<file path="src/rtl/oam_dma_engine_pkg.sv">
// OAM DMA shared definitions: FSM state encoding, OAM/IO constants and the
// source-page mapping helper used when a transfer is started.
// Latency: n/a (declarations only). Backpressure: n/a.
package oam_dma_engine_pkg;

  typedef enum logic [2:0] {
    DMA_IDLE,
    DMA_SETUP,
    DMA_READ,
    DMA_LATCH,
    DMA_WRITE,
    DMA_GAP
  } dma_state_t;

  localparam logic [15:0] OAM_BASE    = 16'hFE00;
  localparam int          OAM_DMA_LEN = 160;
  localparam logic [7:0]  IO_DMA_ADDR = 8'h46;

  // E000-FDFF echoes C000-DDFF, so pages E0 and up fold back by 0x20.
  function automatic logic [7:0] map_src_hi(input logic [7:0] src_hi);
    return (src_hi >= 8'hE0) ? (src_hi - 8'h20) : src_hi;
  endfunction

endpackage

</file>
<file path="src/rtl/oam_dma_engine.sv">
// OAM DMA master: copies XFER_LEN bytes from page {src_hi,00} into OAM at DEST_BASE.
// Latency: start edge to dma_done = 1 + STARTUP_CYCLES + XFER_LEN*BYTE_CYCLES clocks.
// Backpressure: none; the memory port is owned outright while dma_active=1.
//
// Ports:
//   clk, rst              clock, synchronous active-high reset
//   dma_start, dma_src_hi start pulse from the 0xFF46 decode and the written page
//   mem_rdata             read data, valid the cycle after address+OE
//   mem_address/oe/we/wdata  bus drive, all zero outside READ/LATCH/WRITE
//   dma_active            engine owns the bus
//   dma_done              one-cycle completion pulse, coincides with first IDLE cycle
module oam_dma_engine
  import oam_dma_engine_pkg::*;
#(
  parameter int          BYTE_CYCLES    = 4,
  parameter int          XFER_LEN       = OAM_DMA_LEN,
  parameter logic [15:0] DEST_BASE      = OAM_BASE,
  parameter int          STARTUP_CYCLES = 4
) (
  input  logic        clk,
  input  logic        rst,
  input  logic        dma_start,
  input  logic [7:0]  dma_src_hi,
  input  logic [7:0]  mem_rdata,
  output logic [15:0] mem_address,
  output logic        mem_oe,
  output logic        mem_we,
  output logic [7:0]  mem_wdata,
  output logic        dma_active,
  output logic        dma_done
);

  // Terminal values for the phase counter and byte index.
  localparam logic [15:0] SETUP_LAST = 16'(STARTUP_CYCLES - 1);
  localparam logic [15:0] GAP_LAST   = 16'(BYTE_CYCLES - 4);
  localparam logic [7:0]  IDX_LAST   = 8'(XFER_LEN - 1);

  dma_state_t  state_q, state_d;
  logic [15:0] phase_q, phase_d;
  logic [7:0]  idx_q, idx_d;
  logic [7:0]  src_q, src_d;
  logic [7:0]  byte_q;
  logic        done_q, done_d;

  always_ff @(posedge clk) begin
    if (rst) begin
      state_q <= DMA_IDLE;
      phase_q <= 16'h0000;
      idx_q   <= 8'h00;
      src_q   <= 8'h00;
      byte_q  <= 8'h00;
      done_q  <= 1'b0;
    end else begin
      state_q <= state_d;
      phase_q <= phase_d;
      idx_q   <= idx_d;
      src_q   <= src_d;
      done_q  <= done_d;
      // Read data belongs to the address driven in READ; it lands during LATCH.
      if (state_q == DMA_LATCH) begin
        byte_q <= mem_rdata;
      end
    end
  end

  always_comb begin
    state_d     = state_q;
    phase_d     = phase_q;
    idx_d       = idx_q;
    src_d       = src_q;
    done_d      = 1'b0;
    mem_address = 16'h0000;
    mem_oe      = 1'b0;
    mem_we      = 1'b0;
    mem_wdata   = 8'h00;

    case (state_q)
      DMA_IDLE: ;
      DMA_SETUP: begin
        if (phase_q == SETUP_LAST) begin
          state_d = DMA_READ;
          phase_d = 16'h0000;
        end else begin
          phase_d = phase_q + 16'h0001;
        end
      end
      DMA_READ: begin
        mem_address = {src_q, idx_q};
        mem_oe      = 1'b1;
        state_d     = DMA_LATCH;
      end
      DMA_LATCH: begin
        mem_address = {src_q, idx_q};
        mem_oe      = 1'b1;
        state_d     = DMA_WRITE;
      end
      DMA_WRITE: begin
        mem_address = DEST_BASE + {8'h00, idx_q};
        mem_wdata   = byte_q;
        mem_we      = 1'b1;
        state_d     = DMA_GAP;
        phase_d     = 16'h0000;
      end
      DMA_GAP: begin
        if (phase_q == GAP_LAST) begin
          phase_d = 16'h0000;
          if (idx_q == IDX_LAST) begin
            state_d = DMA_IDLE;
            idx_d   = 8'h00;
            done_d  = 1'b1;
          end else begin
            state_d = DMA_READ;
            idx_d   = idx_q + 8'h01;
          end
        end else begin
          phase_d = phase_q + 16'h0001;
        end
      end
      default: state_d = DMA_IDLE;
    endcase

    // A start from any state wins: restart from byte 0, drop the in-flight byte
    // and suppress the completion pulse of the abandoned transfer.
    if (dma_start) begin
      state_d = DMA_SETUP;
      src_d   = map_src_hi(dma_src_hi);
      idx_d   = 8'h00;
      phase_d = 16'h0000;
      done_d  = 1'b0;
    end
  end

  assign dma_active = (state_q != DMA_IDLE);
  assign dma_done   = done_q;

endmodule

</file>
<file path="config.mk">
export PLATFORM = sky130hd
export DESIGN_NAME = oam_dma_engine
export DESIGN_NICKNAME = d
export VERILOG_FILES = /design/src/rtl/oam_dma_engine_pkg.sv /design/src/rtl/oam_dma_engine.sv
export SDC_FILE = /design/constraint.sdc
export NUM_CORES = 1
export LEC_CHECK = 0
export ABC_CLOCK_PERIOD_IN_PS = 2400
export BUFFER_PORTS_ARGS = -buffer_cell sky130_fd_sc_hd__buf_2
export CORE_ASPECT_RATIO = 1.2
export CORE_MARGIN = 2
export CORE_UTILIZATION = 35
export CTS_CLUSTER_SIZE = 28
export DETAILED_ROUTE_END_ITERATION = 16
export PLACE_DENSITY = 0.53
export SKIP_CTS_REPAIR_TIMING = 1
export SYNTH_ARGS = -nofsm -noshare
export SYNTH_HDL_FRONTEND = slang
export SYNTH_SLANG_ARGS = --single-unit
</file>
<file path="constraint.sdc">
create_clock -name clk -period 2.4 [get_ports clk]
set_clock_uncertainty 0.2 [all_clocks]
set_input_delay 0.24 -clock clk [delete_from_list [all_inputs] [get_ports clk]]
set_output_delay 0.24 -clock clk [all_outputs]
set_load 0.01 [all_outputs]
</file>
==> impl_metrics.toml, run 1 <==
[run_status]
status = "finished, violations left"
violations = "hold timing"

[floorplan]
io_pins = 47
rows = 33
coreArea_um2 = 6730
fp.dieW_um = 79.7
initial_core_util_pct = 35.8
design.die.area_um2 = 7560
die_y_um = 94.9

[cts]
clkSinkCount = 44
cts_tree = "built"
ctsRootBufferMaster = "clkbuf_8"
clk_pin_slew_ns = 0.09
htree_num_levels = 2
clockBufferDepth = 2
clock_latency_ns = 0.30
cts_made_buffers = 5

[worst_hold_path]
whs_endpoint = "src_q[1]"
hp-start = "dma_src_hi[1]"
hold_class = "in -> reg"
worstHoldPathCells = 3

[layout]
utilization_pct = 42.8
final_layout_size_suffix_gt1_share_pct = 23.2
antenna_cells = 0
syn2layout_area_growth_pct = 19.5
nNetsFinal = 350

[setup_path]
r2r_setup_slack_ns = 0.38
critical_path.max_fanout = 11
cp-end-kind = "primary output"
reg2reg_depth = 6
cp.arrival_ns = 1.69
start_kind = "register"
worstSetupPathType = "reg -> out"
reg2reg_to = "idx_q[2]"
r2r-start = "phase_q[0]"
cp.required_ns = 1.96

[timing]
finalHoldWorstSlack_ns = -0.0119
final_min_period_over_clock_period_pct = 88.6
setup-violations-final = 0
hold_viol = 1
relSlewSlack_pct = 61.7
rsz0062_at_grt = "false"
finalMaxSlewViolations = 0
clock.fmax_mhz = 470
max_slew.worst_pin.slew_ns = 0.572
finalCriticalPeriod_ns = 2.13
fin_tns_setup_ns = 0

[drt]
vias = 2194
wl_per_cell_um = 13.7
drc = 0
via_per_inst = 5.29
firstDrtPassIters = 4
initialDrtViolationCount = 94
wl_um = 5680
drtAntennaViolNets = 0

[logic_synthesis]
synth_cells = 274
ys_warn_count = 0
synthFlopType = "dfxtp_1"
synth_top_cell_area_share_pct = 36.6
synthTopCellsByArea = "dfxtp_1 (37%), a21oi_1 (5.4%), nand3_1 (4.8%)"
synth_area_um2 = 2410
ys_top_cells_by_count = "dfxtp_1 (44), a21oi_1 (26), nand3_1 (23), nand2_1 (20), and2_1 (12)"
seq_area_frac_synth_pct = 36.6
syn_nets = 297
synthArstFlopShare_pct = 0
synth_edf_count = 0
synth.distinct_cells = 46
yosysTopAreaCell = "dfxtp_1"
synth_area_per_cell_um2 = 8.79
yosysMostFrequentCell = "dfxtp_1"
synth-seq-cells = 44

[power_and_ir_drop]
power.density_nw_per_um2 = 463
p_seq_share_pct = 56.0
p_int_mw = 1.02
pwr-share-clk_pct = 36.4
combPwrFrac_pct = 7.6
switching_power_mw = 0.315
ir_drop_mv = 0.261
cellLeakagePower_nw = 1.16
sw_frac_of_total_pct = 23.6

[job]
cap_viol_max_count = 0

[grt]
first_global_vias = 2027
grt_pass1_wl_um = 9370
overflow = 0
grt_max_degree = 22
grt_antenna_before_repair = 0
gr-usage-all-layers_pct = 15.5

[placement]
hpwl_um = 3910
port_buffers = 46
routabilityCongestion = 0.784
==> worst max-delay path, cell delays in order (launching register included) <==
cell and delay, ns:
dfxtp_1 0.54, nor2b_1 0.11, nor2_1 0.46, nor2b_1 0.11, buf_2 0.16
==> area by class of cell <==
type	count	area, um^2
Clock inverter	2	10.0
Fill cell	701	3850
Multi-Input combinational cell	207	1390
Timing Repair Buffer	62	375
Clock buffer	6	82.6
Tap cell	87	109
Inverter	7	26.3
Sequential cell	44	881
==> kinds of logic after synthesis <==
family	count (synthesis)	share of synthesized area [%]
flops	44	36.6
fa+ha+maj	4	2.08
simple gates	123	32.6
compound gates	67	18.1
xor+xnor	7	2.55
buf+inv	23	5.56
mux	6	2.49
==> through the flow <==
stage               worst slack [ns]  cells  instance area (um^2)  hold slack (ns)  total power, mW
floorplan                      0.499    274                  2410            0.187            0.821
global placement               0.414    397                  2690            0.238            0.853
detailed placement             0.403    397                  2690            0.243            0.853
CTS                            0.236    405                  2780          -0.0386             1.34
global route                   0.108    415                  2880          0.00218             1.40
finish                         0.274    415                  2880          -0.0119             1.33
==> power groups by stage <==
| stage | clock network, mW | logic [mW] | registers [mW] |
|---|---|---|---|
| global placement | 0 | 0.0891 | 0.763 |
| floorplan | 0 | 0.0592 | 0.762 |
| global route | 0.536 | 0.112 | 0.748 |
| finish | 0.486 | 0.101 | 0.746 |
| detailed placement | 0 | 0.0892 | 0.764 |
| CTS | 0.508 | 0.0897 | 0.746 |
==> cells in the final DEF (no fill, tap or decap), types with 7 or more instances in the layout <==
master,instances
inv_1,7
and2_1,12
nor2b_1,10
dfxtp_1,44
or3_1,7
a21o_1,7
nand2_1,20
dlygate4sd3_1,10
o31ai_1,9
nor2_1,10
a22oi_1,8
nand4_1,7
buf_2,46
a21oi_1,26
nand3_1,23
==> per-layer routing <==
metal  up-vias  track usage, %  wire length [um]
met4         0            5.89               108
met3        11            3.25               161
met2        28            27.0              2840
li1       1117               -                 -
met5         -               0                 0
met1      1038            18.5              2580
==> sequential cells by signal, summed over array words and instances (netlist names) <==
signal    count
phase_q      16
byte_q        8
idx_q         8
src_q         8
state_q       3
dma_done      1
==> worst max-delay path by stage <==
stage | start | slack [ns] | cells after the start | endpoint
2_1_floorplan | phase_q[0] | 0.50 | 6 | phase_q[14]
3_3_place_gp | phase_q[0] | 0.41 | 6 | idx_q[2]
3_5_place_dp | phase_q[0] | 0.40 | 6 | idx_q[2]
4_1_cts | state_q[2] | 0.24 | 4 | mem_address[0]
5_1_grt | state_q[2] | 0.11 | 4 | mem_address[0]
6_report | state_q[2] | 0.27 | 4 | mem_address[0]
Power figures use the tool's default switching activity.
==> run 2, diff against run 1 <==
--- a/config.mk
+++ b/config.mk
@@ -7,12 +7,14 @@
 export LEC_CHECK = 0
 export ABC_CLOCK_PERIOD_IN_PS = 2400
 export BUFFER_PORTS_ARGS = -buffer_cell sky130_fd_sc_hd__buf_2
+export CELL_PAD_IN_SITES_DETAIL_PLACEMENT = 2
+export CELL_PAD_IN_SITES_GLOBAL_PLACEMENT = 2
 export CORE_ASPECT_RATIO = 1.2
 export CORE_MARGIN = 2
-export CORE_UTILIZATION = 35
+export CORE_UTILIZATION = 33
 export CTS_CLUSTER_SIZE = 28
 export DETAILED_ROUTE_END_ITERATION = 16
-export PLACE_DENSITY = 0.53
+export PLACE_DENSITY = 0.78
 export SKIP_CTS_REPAIR_TIMING = 1
 export SYNTH_ARGS = -nofsm -noshare
 export SYNTH_HDL_FRONTEND = slang
==> run 2 against run 1 <==
The flow still finishes with violations (hold timing). Utilization shrank 3.1 points. Power grew 8.0%. Die area grew 5.8%. Routed wire length grew 29%. Critical path type is now reg -> reg. Largest cell class unchanged.
==> impl_metrics.toml, run 2 (synthesized netlist as in run 1, its figures left out) <==
[run_status]
status = "finished, violations left"
violations = "hold timing"

[cts]
cts_tree = "built"
cts_made_buffers = 5
htree_num_levels = 2
clk_pin_slew_ns = 0.10
ctsRootBufferMaster = "clkbuf_8"
clkSinkCount = 44
clock_latency_ns = 0.31
clockBufferDepth = 2

[drt]
vias = 2236
via_per_inst = 5.44
initialDrtViolationCount = 100
firstDrtPassIters = 6
drtAntennaViolNets = 0
wl_um = 7350
drc = 0
wl_per_cell_um = 17.9

[timing]
final_min_period_over_clock_period_pct = 89.8
finalHoldWorstSlack_ns = -0.0161
clock.fmax_mhz = 464
setup-violations-final = 0
hold_viol = 8
fin_tns_setup_ns = 0
rsz0062_at_grt = "false"
relSlewSlack_pct = 58.8
finalMaxSlewViolations = 0
finalCriticalPeriod_ns = 2.15
max_slew.worst_pin.slew_ns = 0.616

[setup_path]
critical_path.max_fanout = 8
path_delay_family = "simple AND/OR/NAND/NOR gates"
worstSetupPathType = "reg -> reg"
max_stage_delay_ns = 0.50
cp_cell_sequence = "inv_1 > ha_1 > nor3b_1 > nand4_2 > or4_1 > a21oi_1"
path_buf_inv = 1
cp-end-kind = "register"
crit_slowest_cell = "or4_1"
r2r_setup_slack_ns = 0.25
start_kind = "register"
reg2reg_to = "idx_q[2]"
r2r-start = "phase_q[0]"
cp.arrival_ns = 2.20
crit_cells = 6
cp.required_ns = 2.44
reg2reg_depth = 6

[layout]
fill_cells = 838
nNetsFinal = 343
final_layout_size_suffix_gt1_share_pct = 24.0
largest_reg_flops = 16
antenna_cells = 0
utilization_pct = 39.7
largest_register = "phase_q"
layoutNonFillerInstCount = 411
syn2layout_area_growth_pct = 17.8
layout_common_cells = "buf_2 (46), dfxtp_1 (44), a21oi_1 (26), nand3_1 (23), nand2_1 (20)"
final_common_cell = "buf_2"

[grt]
grt_antenna_before_repair = 0
first_global_vias = 2376
overflow = 0
gr-usage-all-layers_pct = 19.6
grt_max_degree = 22
grt_pass1_wl_um = 12300

[power_and_ir_drop]
ir_drop_mv = 0.301
cellLeakagePower_nw = 1.13
power.density_nw_per_um2 = 507

[floorplan]
design.die.area_um2 = 8000
initial_core_util_pct = 33.7
rows = 34
fp.dieW_um = 82.0
coreArea_um2 = 7150
io_pins = 47
die_y_um = 97.6

[worst_hold_path]
whs_endpoint = "byte_q[0]"
hp-start = "mem_rdata[0]"
worstHoldPathCells = 3
hold_class = "in -> reg"

[placement]
routabilityCongestion = 0.725
dp.cells = 400
port_buffers = 46
hpwl_um = 5320

[job]
cap_viol_max_count = 0
[run 2: changes by cell type in the layout (fill, tap and decap cells not counted)]
| cell | delta |
|---|---|
| clkinv_2 | -2 |
| clkinvlp_4 | +1 |
| inv_6 | +1 |
| nor2_1 | -1 |
| clkbuf_8 | -1 |
| dlygate4sd3_1 | -7 |
| nor2_2 | +1 |
| bufinv_16 | +1 |
[run 2: worst reg2reg max path, stage by stage (launching register included)]
cell and delay (ns):
dfxtp_1 0.36, inv_1 0.08, ha_1 0.14, nor3b_1 0.36, nand4_2 0.30, or4_1 0.50, a21oi_1 0.16
[run 2: power by group]
group	internal, mW	total (mW)	switching, mW
logic	0.0411	0.0972	0.0561
registers	0.739	0.746	0.00687
clock network	0.314	0.595	0.282
total	1.09	1.44	0.345
[run 2: layout make-up]
type	instances	area, um^2	area share [%]
repair buffers	55	305	10.8
inverters	7	26.3	0.926
multi-input cells	207	1400	49.2
flip-flops and latches	44	881	31.1
well taps	90	113	3.97
clock inverters	3	46.3	1.63
clock buffers	5	68.8	2.43
[run 2: worst max-delay path by stage]
stage	startpoint	slack, ns	endpoint
after CTS	state_q[0]	0.15	mem_address[0]
final	phase_q[0]	0.25	idx_q[2]
after global placement	phase_q[0]	0.43	idx_q[2]
after global routing	phase_q[0]	0.02	idx_q[2]
after floorplan	phase_q[0]	0.50	phase_q[14]
after detailed placement	phase_q[0]	0.29	phase_q[15]
[run 2: per-stage QoR]
stage | area, um^2 | worst slack [ns] | total power, mW
floorplan | 2410 | 0.499 | 0.821
global placement | 2690 | 0.425 | 0.854
detailed placement | 2690 | 0.293 | 0.857
CTS | 2800 | 0.145 | 1.45
global route | 2840 | 0.0182 | 1.50
finish | 2840 | 0.245 | 1.44
[run 2: layer usage]
metal	GRT usage, %	vias to the layer above	part of all wire, %
li1	-	1094	-
met2	35.1	30	54
met4	5.38	0	1.0
met1	24.0	1107	43
met5	0	-	0
met3	2.51	5	2.6
==> run 3, diff against run 2 <==
--- a/config.mk
+++ b/config.mk
@@ -5,16 +5,17 @@
 export SDC_FILE = /design/constraint.sdc
 export NUM_CORES = 1
 export LEC_CHECK = 0
+export ABC_AREA = 1
 export ABC_CLOCK_PERIOD_IN_PS = 2400
 export BUFFER_PORTS_ARGS = -buffer_cell sky130_fd_sc_hd__buf_2
 export CELL_PAD_IN_SITES_DETAIL_PLACEMENT = 2
 export CELL_PAD_IN_SITES_GLOBAL_PLACEMENT = 2
 export CORE_ASPECT_RATIO = 1.2
 export CORE_MARGIN = 2
-export CORE_UTILIZATION = 33
+export CORE_UTILIZATION = 29
 export CTS_CLUSTER_SIZE = 28
 export DETAILED_ROUTE_END_ITERATION = 16
-export PLACE_DENSITY = 0.78
+export PLACE_DENSITY = 0.76
 export SKIP_CTS_REPAIR_TIMING = 1
 export SYNTH_ARGS = -nofsm -noshare
 export SYNTH_HDL_FRONTEND = slang
==> run 3 against run 2 <==
Combinational power up 4%. The flow still finishes with violations (hold timing). Synthesized cell count up 23%. Maximum frequency up 0.19%. Setup slack better by 0.0042 ns.
==> impl_metrics.toml, run 3 <==
[setup_path]
worst_path_most_repeated_cell = "nor2_1"
cp_cell_sequence = "nor2_1 > nand2_2 > inv_1 > nor2_4 > nor2_1 > buf_2"
r2r-start = "phase_q[0]"
crit_end = "mem_address[2]"
cp.required_ns = 1.96
max_stage_delay_ns = 0.44
path_delay_family = "simple AND/OR/NAND/NOR gates"
critical_path.max_fanout = 19
crit_slowest_cell = "dfxtp_1"
cp-end-kind = "primary output"
path_buf_inv = 2
r2r_setup_slack_ns = 0.38
reg2reg_depth = 9
cp.arrival_ns = 1.71
start_kind = "register"
worstSetupPathType = "reg -> out"
reg2reg_to = "phase_q[12]"
crit_cells = 6
startpoint = "state_q[0]"

[timing]
hold_viol = 3
max_slew.worst_pin.slew_ns = 0.456
final_min_period_over_clock_period_pct = 89.6
fin_tns_setup_ns = 0
clock.fmax_mhz = 465
worst_slack_ns = 0.249
rsz0062_at_grt = "false"
finalMaxSlewViolations = 0
setup-violations-final = 0
relSlewSlack_pct = 69.6
finalCriticalPeriod_ns = 2.15
finalHoldWorstSlack_ns = -0.0316

[drt]
via_per_inst = 4.85
vias = 2335
wl_um = 6700
firstDrtPassIters = 4
wl_per_cell_um = 13.9
initialDrtViolationCount = 39
drc = 0
drtAntennaViolNets = 0

[grt]
grt_pass1_wl_um = 11400
gr-usage-all-layers_pct = 16.3
grt_max_degree = 20
first_global_vias = 2497
grt_antenna_before_repair = 0
overflow = 0

[cts]
clock_latency_ns = 0.30
clockBufferDepth = 2
clkSinkCount = 44
cts_made_buffers = 5
cts_tree = "built"
htree_num_levels = 2
clk_pin_slew_ns = 0.09
ctsRootBufferMaster = "clkbuf_8"

[floorplan]
coreArea_um2 = 7660
fp.dieW_um = 85.0
rows = 35
design.die.area_um2 = 8590
die_y_um = 101
initial_core_util_pct = 29.8
io_pins = 47

[worst_hold_path]
hold_class = "in -> reg"

[placement]
place_ws_ns = 0.317
routabilityCongestion = 0.740
hpwl_um = 5140
port_buffers = 46
placed_area_um2 = 2610

[logic_synthesis]
ys_top_cells_by_count = "nor2_1 (54), nand2_1 (51), inv_1 (50), dfxtp_1 (44), o21ai_0 (28)"
synth_top_family_by_area = "simple AND/OR/NAND/NOR gates"
synth_area_um2 = 2280
synth_xor_area_share_pct = 4.61
synthArstFlopShare_pct = 0
synthFlopType = "dfxtp_1"
synthTopCellsByArea = "dfxtp_1 (39%), nor2_1 (8.9%), nand2_1 (8.4%)"
syn_nets = 360
yosys.area_share.simple_pct = 32.4
seq_area_frac_synth_pct = 38.6
synth.distinct_cells = 28
synth_compound_area_share_pct = 11.4
synth_cells = 337
synth_edf_count = 0
synth-seq-cells = 44
synth_area_per_cell_um2 = 6.77
yosysMostFrequentCell = "nor2_1"
yosysTopAreaCell = "dfxtp_1"
synth_adder_area_share_pct = 2.19
muxShareOfSynthArea_pct = 0
synth_top_cell_area_share_pct = 38.6
ys_warn_count = 0

[layout]
nNetsFinal = 411
antenna_cells = 0
largest_reg_flops = 16
utilization_pct = 35.7
syn2layout_area_growth_pct = 19.9
largest_register = "phase_q"
final_layout_size_suffix_gt1_share_pct = 20.6
post-route-cell-area_um2 = 2740
layout_common_cells = "nor2_1 (53), nand2_1 (51), inv_1 (50), buf_2 (46), dfxtp_1 (44)"
final_common_cell = "nor2_1"

[power_and_ir_drop]
cellLeakagePower_nw = 1.17
power.density_nw_per_um2 = 493
ir_drop_mv = 0.256

[run_status]
status = "finished, violations left"
violations = "hold timing"

[job]
cap_viol_max_count = 0
==> run 3: changes by cell type after synthesis, sizes merged, moves of 9 or more <==
cell   before  now
a22oi       9    0
and2       12    0
inv         7   55
nand2      20   53
nor2       10   66
nor2b      10    0
o21ai       6   29
o31ai       9    0
==> run 3: final cells by class <==
| class | instances | area (um^2) |
|---|---|---|
| inverter | 56 | 210 |
| timing repair buffer | 51 | 275 |
| clock buffer | 6 | 82.6 |
| fill | 982 | 4930 |
| multi-input combinational | 230 | 1160 |
| tap | 92 | 115 |
| clock inverter | 2 | 10.0 |
| sequential | 44 | 881 |
==> run 3: power breakdown <==
part           leakage, nW  switching, mW  internal [mW]
clock network       0.0510          0.268          0.230
registers            0.356        0.00673          0.742
logic                0.759         0.0636         0.0372
==> run 3: logic make-up after synthesis <==
kind of cell	after synthesis
adder cells (fa/ha/maj)	4
AND/OR/NAND/NOR	164
XOR/XNOR	12
buffers and inverters	63
AO/OA/AOI/OAI	50
flip-flops	44
==> run 3: worst register-to-register path: stages (launching register included) <==
cell and delay (ns):
dfxtp_1 0.36, inv_1 0.07, ha_1 0.14, nand3_1 0.08
nor2_1 0.18, nand2_1 0.11, nand2_1 0.17, nand3_2 0.15
nand2_2 0.36, nor2_1 0.09
==> run 3: per-layer routing <==
layer | vias up | track usage [%] | wire length, um
met5 | - | 0 | 0
met4 | 0 | 4.15 | 82
met3 | 8 | 3.02 | 200
met2 | 32 | 30.6 | 3520
met1 | 1138 | 19.0 | 2900
li1 | 1157 | - | -
==> run 3: worst min-delay path by stage <==
stage                  startpoint    endpoint  cells after the start
CTS                           rst  state_q[0]                      2
global placement              rst  state_q[0]                      2
detailed placement            rst  state_q[0]                      2
floorplan                     rst  state_q[0]                      1
finish              dma_src_hi[2]    src_q[2]                      3
global route        dma_src_hi[1]    src_q[1]                      3
==> run 3: per-stage QoR <==
step / hold slack, ns / total power [mW] / cells
after floorplan: 0.112 / 0.825 / 337
after global placement: 0.242 / 0.860 / 470
after detailed placement: 0.244 / 0.864 / 470
after CTS: -0.0817 / 1.37 / 478
after global routing: 0.00993 / 1.42 / 481
final: -0.0316 / 1.35 / 481
